### src/rtl/pulse_width_detector.sv
// -----------------------------------------------------------------------------
// pulse_width_detector
//
// Measures the length of pulses on N independent channels. A pulse is a run of
// consecutive clock edges at which the channel sits at its active level (high
// when pol=0, low when pol=1). Each channel reports, as one-cycle registered
// strobes, the start and end of a pulse, an over-length warning the moment a
// pulse exceeds max_len, and acceptance when a pulse ends inside
// [max(min_len,1), max_len]. The length of the last ended pulse is held on len.
//
// Ports
//   clk       sole clock, rising edge
//   rst       asynchronous active-low reset
//   a         [N]        monitored signals, one per channel
//   pol       1          0 = measure high pulses, 1 = measure low pulses
//   min_len   [CNT_W]    minimum accepted length (0 behaves as 1)
//   max_len   [CNT_W]    maximum accepted length (all-ones = unbounded)
//   rise      [N]        strobe: pulse start seen
//   fall      [N]        strobe: pulse end seen
//   detected  [N]        strobe: ended pulse was within limits
//   too_long  [N]        strobe: active pulse just exceeded max_len
//   len       [N*CNT_W]  channel i at [i*CNT_W +: CNT_W], saturating length
// -----------------------------------------------------------------------------
module pulse_width_detector #(
    parameter int N     = 4,
    parameter int CNT_W = 8
) (
    input  logic               clk,
    input  logic               rst,
    input  logic [N-1:0]       a,
    input  logic               pol,
    input  logic [CNT_W-1:0]   min_len,
    input  logic [CNT_W-1:0]   max_len,
    output logic [N-1:0]       rise,
    output logic [N-1:0]       fall,
    output logic [N-1:0]       detected,
    output logic [N-1:0]       too_long,
    output logic [N*CNT_W-1:0] len
);

    localparam logic [CNT_W-1:0] SAT     = {CNT_W{1'b1}};
    localparam logic [CNT_W-1:0] CNT_ONE = {{(CNT_W-1){1'b0}}, 1'b1};

    typedef enum logic [1:0] {
        IDLE   = 2'd0,
        ACTIVE = 2'd1,
        OVER   = 2'd2
    } state_t;

    logic [CNT_W-1:0] min_eff_s;

    // Effective minimum length: a zero minimum is treated as one cycle.
    always_comb begin
        if (min_len == {CNT_W{1'b0}}) begin
            min_eff_s = CNT_ONE;
        end else begin
            min_eff_s = min_len;
        end
    end

    genvar i;
    generate
        for (i = 0; i < N; i++) begin : g_ch
            logic             s_s;
            logic             s_r;
            logic             start_s;
            logic             end_s;
            logic             cont_s;
            logic [CNT_W-1:0] cnt_r;
            logic [CNT_W-1:0] cnt_inc_s;
            logic [CNT_W-1:0] cnt_nxt_s;
            logic [CNT_W-1:0] len_r;
            logic [CNT_W-1:0] len_nxt_s;
            state_t           state_r;
            state_t           state_nxt_s;
            logic             rise_r;
            logic             fall_r;
            logic             det_r;
            logic             tl_r;
            logic             rise_nxt_s;
            logic             fall_nxt_s;
            logic             det_nxt_s;
            logic             tl_nxt_s;

            assign s_s     = a[i] ^ pol;
            assign start_s = s_s & ~s_r;
            assign end_s   = ~s_s & s_r;
            assign cont_s  = s_s & s_r;

            // Length counter next value: restarts at 1, saturates at SAT, clears between pulses.
            always_comb begin
                if (cnt_r == SAT) begin
                    cnt_inc_s = SAT;
                end else begin
                    cnt_inc_s = cnt_r + CNT_ONE;
                end
                if (start_s) begin
                    cnt_nxt_s = CNT_ONE;
                end else if (cont_s) begin
                    cnt_nxt_s = cnt_inc_s;
                end else begin
                    cnt_nxt_s = {CNT_W{1'b0}};
                end
            end

            // Channel FSM state register.
            always_ff @(posedge clk or negedge rst) begin
                if (!rst) begin
                    state_r <= IDLE;
                end else begin
                    state_r <= state_nxt_s;
                end
            end

            // Channel FSM next-state logic; OVER is entered once per pulse when the
            // running length passes max_len (never with max_len = SAT, as cnt saturates).
            always_comb begin
                state_nxt_s = state_r;
                case (state_r)
                    IDLE: begin
                        if (start_s) begin
                            state_nxt_s = ACTIVE;
                        end else begin
                            state_nxt_s = IDLE;
                        end
                    end
                    ACTIVE: begin
                        if (end_s) begin
                            state_nxt_s = IDLE;
                        end else if (cont_s && (cnt_inc_s > max_len)) begin
                            state_nxt_s = OVER;
                        end else begin
                            state_nxt_s = ACTIVE;
                        end
                    end
                    OVER: begin
                        if (end_s) begin
                            state_nxt_s = IDLE;
                        end else begin
                            state_nxt_s = OVER;
                        end
                    end
                    default: begin
                        state_nxt_s = IDLE;
                    end
                endcase
            end

            // Output decode; acceptance also requires cnt <= max_len so that a
            // degenerate max_len of 0 can never accept a pulse.
            always_comb begin
                rise_nxt_s = start_s;
                fall_nxt_s = end_s;
                tl_nxt_s   = (state_r == ACTIVE) && (state_nxt_s == OVER);
                det_nxt_s  = (state_r == ACTIVE) && end_s &&
                             (cnt_r >= min_eff_s) && (cnt_r <= max_len);
                if (end_s) begin
                    len_nxt_s = cnt_r;
                end else begin
                    len_nxt_s = len_r;
                end
            end

            // Datapath and output registers; reset aborts any pulse in flight.
            always_ff @(posedge clk or negedge rst) begin
                if (!rst) begin
                    s_r    <= 1'b0;
                    cnt_r  <= {CNT_W{1'b0}};
                    len_r  <= {CNT_W{1'b0}};
                    rise_r <= 1'b0;
                    fall_r <= 1'b0;
                    det_r  <= 1'b0;
                    tl_r   <= 1'b0;
                end else begin
                    s_r    <= s_s;
                    cnt_r  <= cnt_nxt_s;
                    len_r  <= len_nxt_s;
                    rise_r <= rise_nxt_s;
                    fall_r <= fall_nxt_s;
                    det_r  <= det_nxt_s;
                    tl_r   <= tl_nxt_s;
                end
            end

            assign rise[i]                  = rise_r;
            assign fall[i]                  = fall_r;
            assign detected[i]              = det_r;
            assign too_long[i]              = tl_r;
            assign len[i*CNT_W +: CNT_W]    = len_r;
        end
    endgenerate

endmodule

### config.mk
export PLATFORM = sky130hd
export DESIGN_NAME = pulse_width_detector
export DESIGN_NICKNAME = d
export VERILOG_FILES = /design/src/rtl/pulse_width_detector.sv
export SDC_FILE = /design/constraint.sdc
export NUM_CORES = 1
export LEC_CHECK = 0
export ABC_AREA = 1
export BUFFER_PORTS_ARGS = -buffer_cell sky130_fd_sc_hd__clkbuf_2
export CAP_MARGIN = 30
export CORE_MARGIN = 10
export CORE_UTILIZATION = 60
export CTS_CLUSTER_SIZE = 28
export DETAILED_ROUTE_END_ITERATION = 10
export GPL_TIMING_DRIVEN = 0
export HOLD_SLACK_MARGIN = 0.03
export PLACE_DENSITY = 0.82
export SLEW_MARGIN = 20
export SYNTH_ARGS = -nofsm -noshare
export SYNTH_HDL_FRONTEND = slang
export SYNTH_SLANG_ARGS = --single-unit
### constraint.sdc
create_clock -name clk -period 3.3 [get_ports clk]
set_input_delay 0.495 -clock clk [delete_from_list [all_inputs] [get_ports clk]]
set_output_delay 0.495 -clock clk [all_outputs]
set_load 0.03 [all_outputs]
; ---- After elaboration in Yosys (flattened, before gate mapping)
; Cells that the tools add are included.
[totals]
register_bits = 92
in_bits = 23
elab_cells = 146
[classes]
add_sub_neg = 4
n_lt_le_gt_ge = 12
eq_ne = 16
muxes = 33
n_bitwise = 24
n_reduce_logical = 25
[op_table]
columns = cell, count
row1 = 8-bit 2-to-1 mux, 13
row2 = 8-bit by 1-bit adder with 8-bit output (second input constant), 4
row3 = 8-bit == test (second input constant), 4
row4 = 8-bit greater-or-equal comparator, 4
row5 = 8-bit greater-than comparator, 4
row6 = 8-bit less-or-equal comparator, 4
row7 = 2-bit 2-to-1 mux, 12
row8 = 2-bit case mux with 3 select lines, 4
row9 = 1-bit logical AND, 20
row10 = 2-bit == test (second input constant), 8
row11 = 1-bit bitwise AND, 12
row12 = 2-bit by 1-bit == test with 1-bit output (second input constant), 4
row13 = 2-bit zero test, 4
row14 = 8-bit zero test, 1
row15 = 1-bit NOT, 8
row16 = 1-bit 2-to-1 mux, 4
row17 = 1-bit XOR, 4

; ---- Longest topological paths before layout
; Gate-level depths: netlist (run 1).
[logic_depth]
ltp_word = 9
mapped_depth = 18

; ---- Worst setup path before layout (run 1)
; OpenSTA, ideal clock, no wires.
[synth_path]
kind = register to register
from = reg g_ch[3].cnt_r[1]
to = reg g_ch[3].state_r[0]
setup_ns = 0.117
arrival_ns = 2.012
required_ns = 3.183
path_slack_ns = 1.171
stages_incl_launch_ff = 17
path_buffers = 1
synth_period_minus_slack_ns = 2.129
cell_sequence = dfrtp_1 -> ha_1 -> nand3_1 -> nor2_1 -> nand2_1 -> nor2_1 -> nand2_1 -> buf_2 -> nand3_1 -> ha_1 -> nand2_1 -> nor2_1 -> nand2_1 -> nand2_1 -> nand2_1 -> nand3_1 -> nand2_1
[synth_via]
elab_chain_cells = 7
elab_cells_between_ends = 8
cone_classes = 1 x add/sub / 1 x order compare / 1 x eq/ne / 4 x mux / 1 x reduce/logical
[synth_rtl]
columns = item, line
row1 = start: declaration, 69  ; logic [CNT_W-1:0] cnt_r;
row2 = start signal: assignment, 168  ; cnt_r <= {CNT_W{1'b0}};
row3 = start signal: assignment, 176  ; cnt_r <= cnt_nxt_s;
row4 = 8-bit by 1-bit adder with 8-bit output / 8-bit == test (equally long branches), "95, 92"
row5 = 8-bit 2-to-1 mux (*), 92  ; if (cnt_r == SAT) begin
row6 = 8-bit greater-than comparator (*), 130  ; end else if (cont_s && (cnt_inc_s > max_len)) begin
row7 = 1-bit logical AND (*), 130
row8 = 2-bit 2-to-1 mux (*), 130
row9 = 2-bit 2-to-1 mux (*), 128  ; if (end_s) begin
row10 = 2-bit case mux with 3 select lines (*), 119  ; case (state_r)
row11 = named net g_ch[3].state_nxt_s[0], 75  ; state_t state_nxt_s;
row12 = end signal: assignment, 111  ; state_r <= state_nxt_s;
row13 = end: declaration, 74  ; state_t state_r;
; The timed path passes the listed nets; every way through them passes the cells marked *.
; A chain may end at the register's enable or synchronous reset.

; ---- Worst setup path in the final report (run 1)
[layout_path]
from = reg g_ch[0].cnt_r[1]
to = reg g_ch[0].state_r[0]
[layout_via]
elab_chain_cells = 7
elab_cells_between_ends = 8
cone_classes = 1 x add/sub / 1 x order compare / 1 x eq/ne / 4 x mux / 1 x reduce/logical
[layout_rtl]
columns = item, line
row1 = start: declaration, 69
row2 = start signal: assignment, 168
row3 = start signal: assignment, 176
row4 = 8-bit by 1-bit adder with 8-bit output / 8-bit == test (equally long branches), "95, 92"
row5 = 8-bit 2-to-1 mux (*), 92
row6 = 8-bit greater-than comparator (*), 130
row7 = 1-bit logical AND (*), 130
row8 = 2-bit 2-to-1 mux (*), 130
row9 = 2-bit 2-to-1 mux (*), 128
row10 = 2-bit case mux with 3 select lines (*), 119
row11 = named net g_ch[0].state_nxt_s[0], 75
row12 = end signal: assignment, 111
row13 = end: declaration, 74
; Marks and branches as above.

==> qor.yml, run 1 <==
synth:
  synth_edf_count: 0
  synthCells: 781
  yosys.cell_count.top_type: "nand2_1"
  synthesis.area_um2: 6246
  synth_seq_cells: 92
  yosysSeqAreaShare: 0.3686
  yosys.area.top_type: "dfrtp_1"
  avgSynthCellArea_um2: 7.997
  synth.distinct_cells: 25
  async_flop_share: 1.000
  syn-num-nets: 904
  yosys_warnings: 0
  synth_area_leaders: "dfrtp_1 (37%), ha_1 (20%), nand2_1 (12%)"
  ys_top_cells_by_count: "nand2_1 (195), inv_1 (101), ha_1 (100), dfrtp_1 (92), nor2_1 (72)"
  yosysTopAreaCellShare: 0.3686
  synthFlopType: "dfrtp_1"
placed_design:
  place_inst: 987
  dp_hpwl_mm: 11.44
  post-place-ws_ns: 0.8637
  place_congestion: 0.8800
  numPortBuffers: 70
sta:
  setup_tns_ns: 0
  finClkSkew_ns: 0.006229
  rsz0062_at_grt: "no"
  finalCritPeriodShare: 0.7617
  hold_violations: 0
  period_minus_slack_ns: 2.514
  max_slew_margin: 0.5066
  worst_pin_slew_ns: 0.7401
  drv_slew: 0
  setup_ws_ns: 0.7865
  setup_viol: 0
  fmax_mhz: 397.8
critical_path:
  reg2reg_from: "g_ch[0].cnt_r[1]"
  path_max_fanout: 10
  cp.arrival_ns: 2.83
  required_ns: 3.61
  end_kind: "register"
  start_kind: "register"
  crit_start: "g_ch[0].cnt_r[1]"
  path_class: "reg2reg"
pwr:
  ir_drop_mv: 0.2339
  p_leak_nw: 4.163
  power_density_nw_per_um2: 384.4
routing:
  vias: 5429
  first_iter_violations: 375
  drc: 0
  routedWlPerCell_um: 15.01
  avgViaCountPerCell: 5.413
  drt_wl_total_mm: 15.06
  drt-pass1-iter-count: 5
  postRouteAntennaNets: 0
floorplanning:
  start_util: 0.6105
  rows: 37
  fp.dieW_um: 122.0
  die_h_um: 122.0
  core_area_um2: 10230
  pin_count: 71
  die_area_um2: 14890
final_layout:
  drive_above_1_share: 0.1476
  area_delta_synth_final_pct: 11.96
  instances_no_fill: 1003
  fin_nets: 985
  post-route-util: 0.6835
  num-fill-cells: 829
  num_antenna_cells: 0
global_route:
  antenna_found_initial: 0
  grt_pass1_vias: 5560
  grt-ovfl-total: 0
  grt_max_degree: 93
  grt_usage: 0.2088
  grt_pass1_wl_mm: 25.12
clocking:
  clock_path_buffers: 2
  post_cts_buffers: 0
  cts_tree: "yes"
  cts_root_buffer: "clkbuf_8"
  clock_sinks: 92
  numCtsBuffers: 9
  clk_latency_ns: 0.37
  clkSlewWorstSetupHoldPaths_ns: 0.09
  holdBufCountCts: 0
  htreeDepth: 3
  ctsResizeCount: 0
outcome:
  status: "complete, no violations"
min_path:
  hold_class: "in2async"
flow_run:
  cap_violations: 0
-- power by group --
group          internal [W]  switching [W]
Combinational      0.000194       0.000401
Sequential          0.00120      0.0000499
Clock              0.000447       0.000399
Total               0.00184       0.000851
-- kinds of logic (layout without fill, tap and decap cells) --
group | after synthesis | after routing | share of synthesized area
simple gates | 328 | 328 | 0.2125
compound gates | 118 | 118 | 0.1050
xor+xnor | 16 | 16 | 0.02244
fa+ha+maj | 100 | 100 | 0.2003
flops | 92 | 92 | 0.3686
buf+inv | 127 | 213 | 0.09114
-- layout make-up --
class,instances,area (µm²),area share
flip-flops and latches,92,2302,0.3292
clock inverters,4,72.57,0.01038
plain buffers,22,175.2,0.02505
repair buffers,70,359.1,0.05135
inverters,105,394.1,0.05636
multi-input cells,562,3374,0.4826
clock buffers,12,145.1,0.02076
well taps,136,170.2,0.02433
-- sequential cells by signal, summed over array words and instances (netlist names) --
| name | count |
|---|---|
| g_ch.fall_r | 4 |
| g_ch.state_r | 8 |
| g_ch.cnt_r | 32 |
| g_ch.det_r | 4 |
| g_ch.len_r | 32 |
| g_ch.s_r | 4 |
| g_ch.rise_r | 4 |
| g_ch.tl_r | 4 |
-- per-stage QoR --
stage          hold slack, ns  total power (W)  cell area, µm²
2_1_floorplan          0.1994         0.001676            6246
4_1_cts                0.2065         0.002701            6993
5_1_grt                0.2358         0.002834            6993
3_5_place_dp           0.4685         0.001862            6775
6_report               0.1770         0.002688            6993
3_3_place_gp           0.4620         0.001824            6766
-- worst paths after layout --
kind                                      end  slack [ns]  depth (start not counted)
setup / recovery           g_ch[0].state_r[0]        0.79                         13
hold / removal               g_ch[1].len_r[4]        0.18                          1
setup reg to reg           g_ch[0].state_r[0]        0.79                         13
hold reg to reg              g_ch[2].len_r[2]        0.49                          2
max in group asynchronous    g_ch[0].len_r[0]        2.60                          1
min in group clk                  g_ch[2].s_r        0.36                          2
-- placed cells by master (no fill, tap or decap) --
master / n
o21a_1: 8
buf_4: 16
a31oi_1: 2
a21o_1: 4
nand2_2: 9
inv_1: 101
nand2_1: 195
xnor2_1: 4
clkbuf_2: 69
or2_2: 3
a21oi_2: 1
clkinv_2: 1
clkinvlp_4: 1
o21bai_1: 4
a31o_2: 1
buf_6: 4
clkbuf_1: 2
nand3_1: 38
buf_2: 2
ha_1: 100
a21oi_1: 61
nor2_1: 72
inv_2: 4
bufinv_16: 2
dfrtp_1: 92
o21ai_0: 33
xor2_1: 12
nor3_1: 7
nand4_1: 4
clkbuf_8: 11
o21ai_2: 4
-- worst max-delay path: stages (launching register included) --
cell	delay, ns
dfrtp_1	0.48
ha_1	0.25
nand2_1	0.11
nor3_1	0.38
nand2_2	0.23
nand3_1	0.17
ha_1	0.25
a21oi_1	0.14
nor2_1	0.05
nor2_1	0.08
nand2_1	0.05
nand2_1	0.11
nand3_1	0.08
nand2_1	0.06
-- metal layers --
metal	GRT usage	part of all wire	vias to the layer above
met5	0	0	-
met4	0.09389	0.026	0
met3	0.04348	0.073	31
met2	0.3520	0.48	190
met1	0.2513	0.42	2527
li1	-	-	2681
(Power assumes the default switching activity.)
==> inputs of run 2 (changes only) <==
Clock period 3.3 ns to 2.35 ns, I/O delays scaled along.
==> qor.yml, run 2 (synthesis gave the netlist of run 1 again) <==
sta:
  finClkSkew_ns: 0.006872
  fmax_mhz: 430.9
  drv_slew: 0
  worst_pin_slew_ns: 0.7383
  max_slew_margin: 0.5078
  hold_violations: 0
  setup_viol: 0
  finalCritPeriodShare: 0.9875
  period_minus_slack_ns: 2.321
final_layout:
  final_common_cell: "nand2_1"
  area_delta_synth_final_pct: 15.65
  register_area_um2: 2307
  top_regs: "g_ch.cnt_r (32), g_ch.len_r (32), g_ch.state_r (8)"
  multi_input_area_um2: 3505
  stdcell_area_um2: 7223
  num-fill-cells: 801
  num_antenna_cells: 0
  fin_nets: 996
  final_cell_mix: "nand2_1 (188), inv_1 (101), ha_1 (96)"
  drive_above_1_share: 0.1948
critical_path:
  path_max_fanout: 10
  required_ns: 2.62
  crit_start: "g_ch[1].cnt_r[0]"
  start_kind: "register"
  crit_path_max_incr_delay_ns: 0.45
  r2r-end: "g_ch[1].state_r[0]"
  reg2reg_slack_ns: 0.03
  slowest_stage: "dfrtp_1"
  reg2reg_depth: 15
  worstSetupEndpoint: "g_ch[1].state_r[0]"
  reg2reg_from: "g_ch[1].cnt_r[0]"
  cp.arrival_ns: 2.59
  path_cells: "ha_4 > nand3_2 > nor2_2 > nand2_1 > nor2_2 > nand2_2 > buf_6 > nand3_1 > ha_1 > nand2_2 > nor2_1 > a21oi_1 > nand2_2 > nand3_1 > nand2_1"
  cpMostUsedCell: "nand2_2"
  path_class: "reg2reg"
  end_kind: "register"
clocking:
  clock_path_buffers: 2
  clk_latency_ns: 0.38
  htreeDepth: 3
  cts_root_buffer: "clkbuf_8"
  numCtsBuffers: 9
  clock_sinks: 92
  clkSlewWorstSetupHoldPaths_ns: 0.09
  cts_tree: "yes"
  holdBufCountCts: 0
pwr:
  finalPower_w: 0.003839
  power_density_nw_per_um2: 531.5
  p_leak_nw: 4.263
  ir_drop_mv: 0.3287
outcome:
  status: "complete, no violations"
global_route:
  grt_pass1_vias: 5609
  grt_max_degree: 93
  grt_usage: 0.2109
  grt_pass1_wl_mm: 25.38
  antenna_found_initial: 0
  grt-ovfl-total: 0
floorplanning:
  die_area_um2: 14890
  core_area_um2: 10230
  rows: 37
  pin_count: 71
  fp.dieW_um: 122.0
  start_util: 0.6105
  die_h_um: 122.0
routing:
  postRouteAntennaNets: 0
  drt_wl_total_mm: 15.84
  drt-pass1-iter-count: 5
  first_iter_violations: 403
  avgViaCountPerCell: 5.493
  drc: 0
  vias: 5570
  routedWlPerCell_um: 15.62
placed_design:
  dp_hpwl_mm: 11.44
  numPortBuffers: 70
  place_congestion: 0.8800
  place_area_um2: 6775
min_path:
  hold_class: "in2async"
flow_run:
  cap_violations: 0
[run 2: cell types whose count changed in the layout (fill, tap and decap cells not counted), moves of 5 or more]
| cell | before | now |
|---|---|---|
| buf_4 | 16 | 27 |
| nand2_1 | 195 | 188 |
| nand2_2 | 9 | 15 |
| nor2_1 | 72 | 66 |
| nor2_2 | 0 | 5 |
| nor3_1 | 7 | 2 |
[run 2: where the power goes]
part | internal, W | total, W | switching [W] | leakage, nW
Sequential | 0.00168 | 0.00175 | 0.0000663 | 1.24
Clock | 0.000628 | 0.00120 | 0.000574 | 0.107
Combinational | 0.000300 | 0.000891 | 0.000591 | 2.92
[run 2: through the flow]
step	setup slack [ns]	instances	utilization	hold WS [ns]	setup TNS, ns
after global placement	-0.08490	987	0.6614	0.4620	-7.364
after CTS	0.001177	1005	0.6868	0.06403	0
after global routing	-0.05711	1014	0.7060	0.09330	-0.1442
after floorplan	0.2210	781	-	0.05691	0
final	0.02932	1014	0.7060	0.02606	0
after detailed placement	-0.08625	987	0.6622	0.4685	-0.4329
[run 2: worst max-delay path, delay by kind of cell (launching register included)]
kind / cells / cell delay, ns
simple gates: 11 / 1.02
flops: 1 / 0.45
fa+ha+maj: 2 / 0.44
compound gates: 1 / 0.17
buf+inv: 1 / 0.15
[run 2: timing repair]
item	CTS	global route
hold endpoints to repair	0	0
setup endpoints to repair	12	12
gates resized for setup	7	35
pin swaps	0	13
buffers inserted	2	9
[run 2: layer usage]
layer / up-vias / share of wire / GRT usage
met5: - / 0 / 0
met4: 0 / 0.025 / 0.09389
met3: 36 / 0.082 / 0.04302
met2: 228 / 0.49 / 0.3580
met1: 2607 / 0.41 / 0.2525
li1: 2699 / - / -
[run 2: worst min path at each step]
stage                     startpoint               end
global route                     rst  g_ch[1].len_r[4]
floorplan                        rst  g_ch[0].cnt_r[0]
global placement    g_ch[2].len_r[2]  g_ch[2].len_r[2]
detailed placement               rst  g_ch[1].len_r[4]
CTS                              rst  g_ch[1].len_r[4]
finish                           rst  g_ch[1].len_r[4]
[run 2: cell type report]
cell class | instances | area share
well taps | 136 | 0.02356
multi-input cells | 562 | 0.4852
clock buffers | 12 | 0.02009
repair buffers | 81 | 0.06115
clock inverters | 4 | 0.01005
plain buffers | 22 | 0.02598
inverters | 105 | 0.05456
flip-flops and latches | 92 | 0.3194
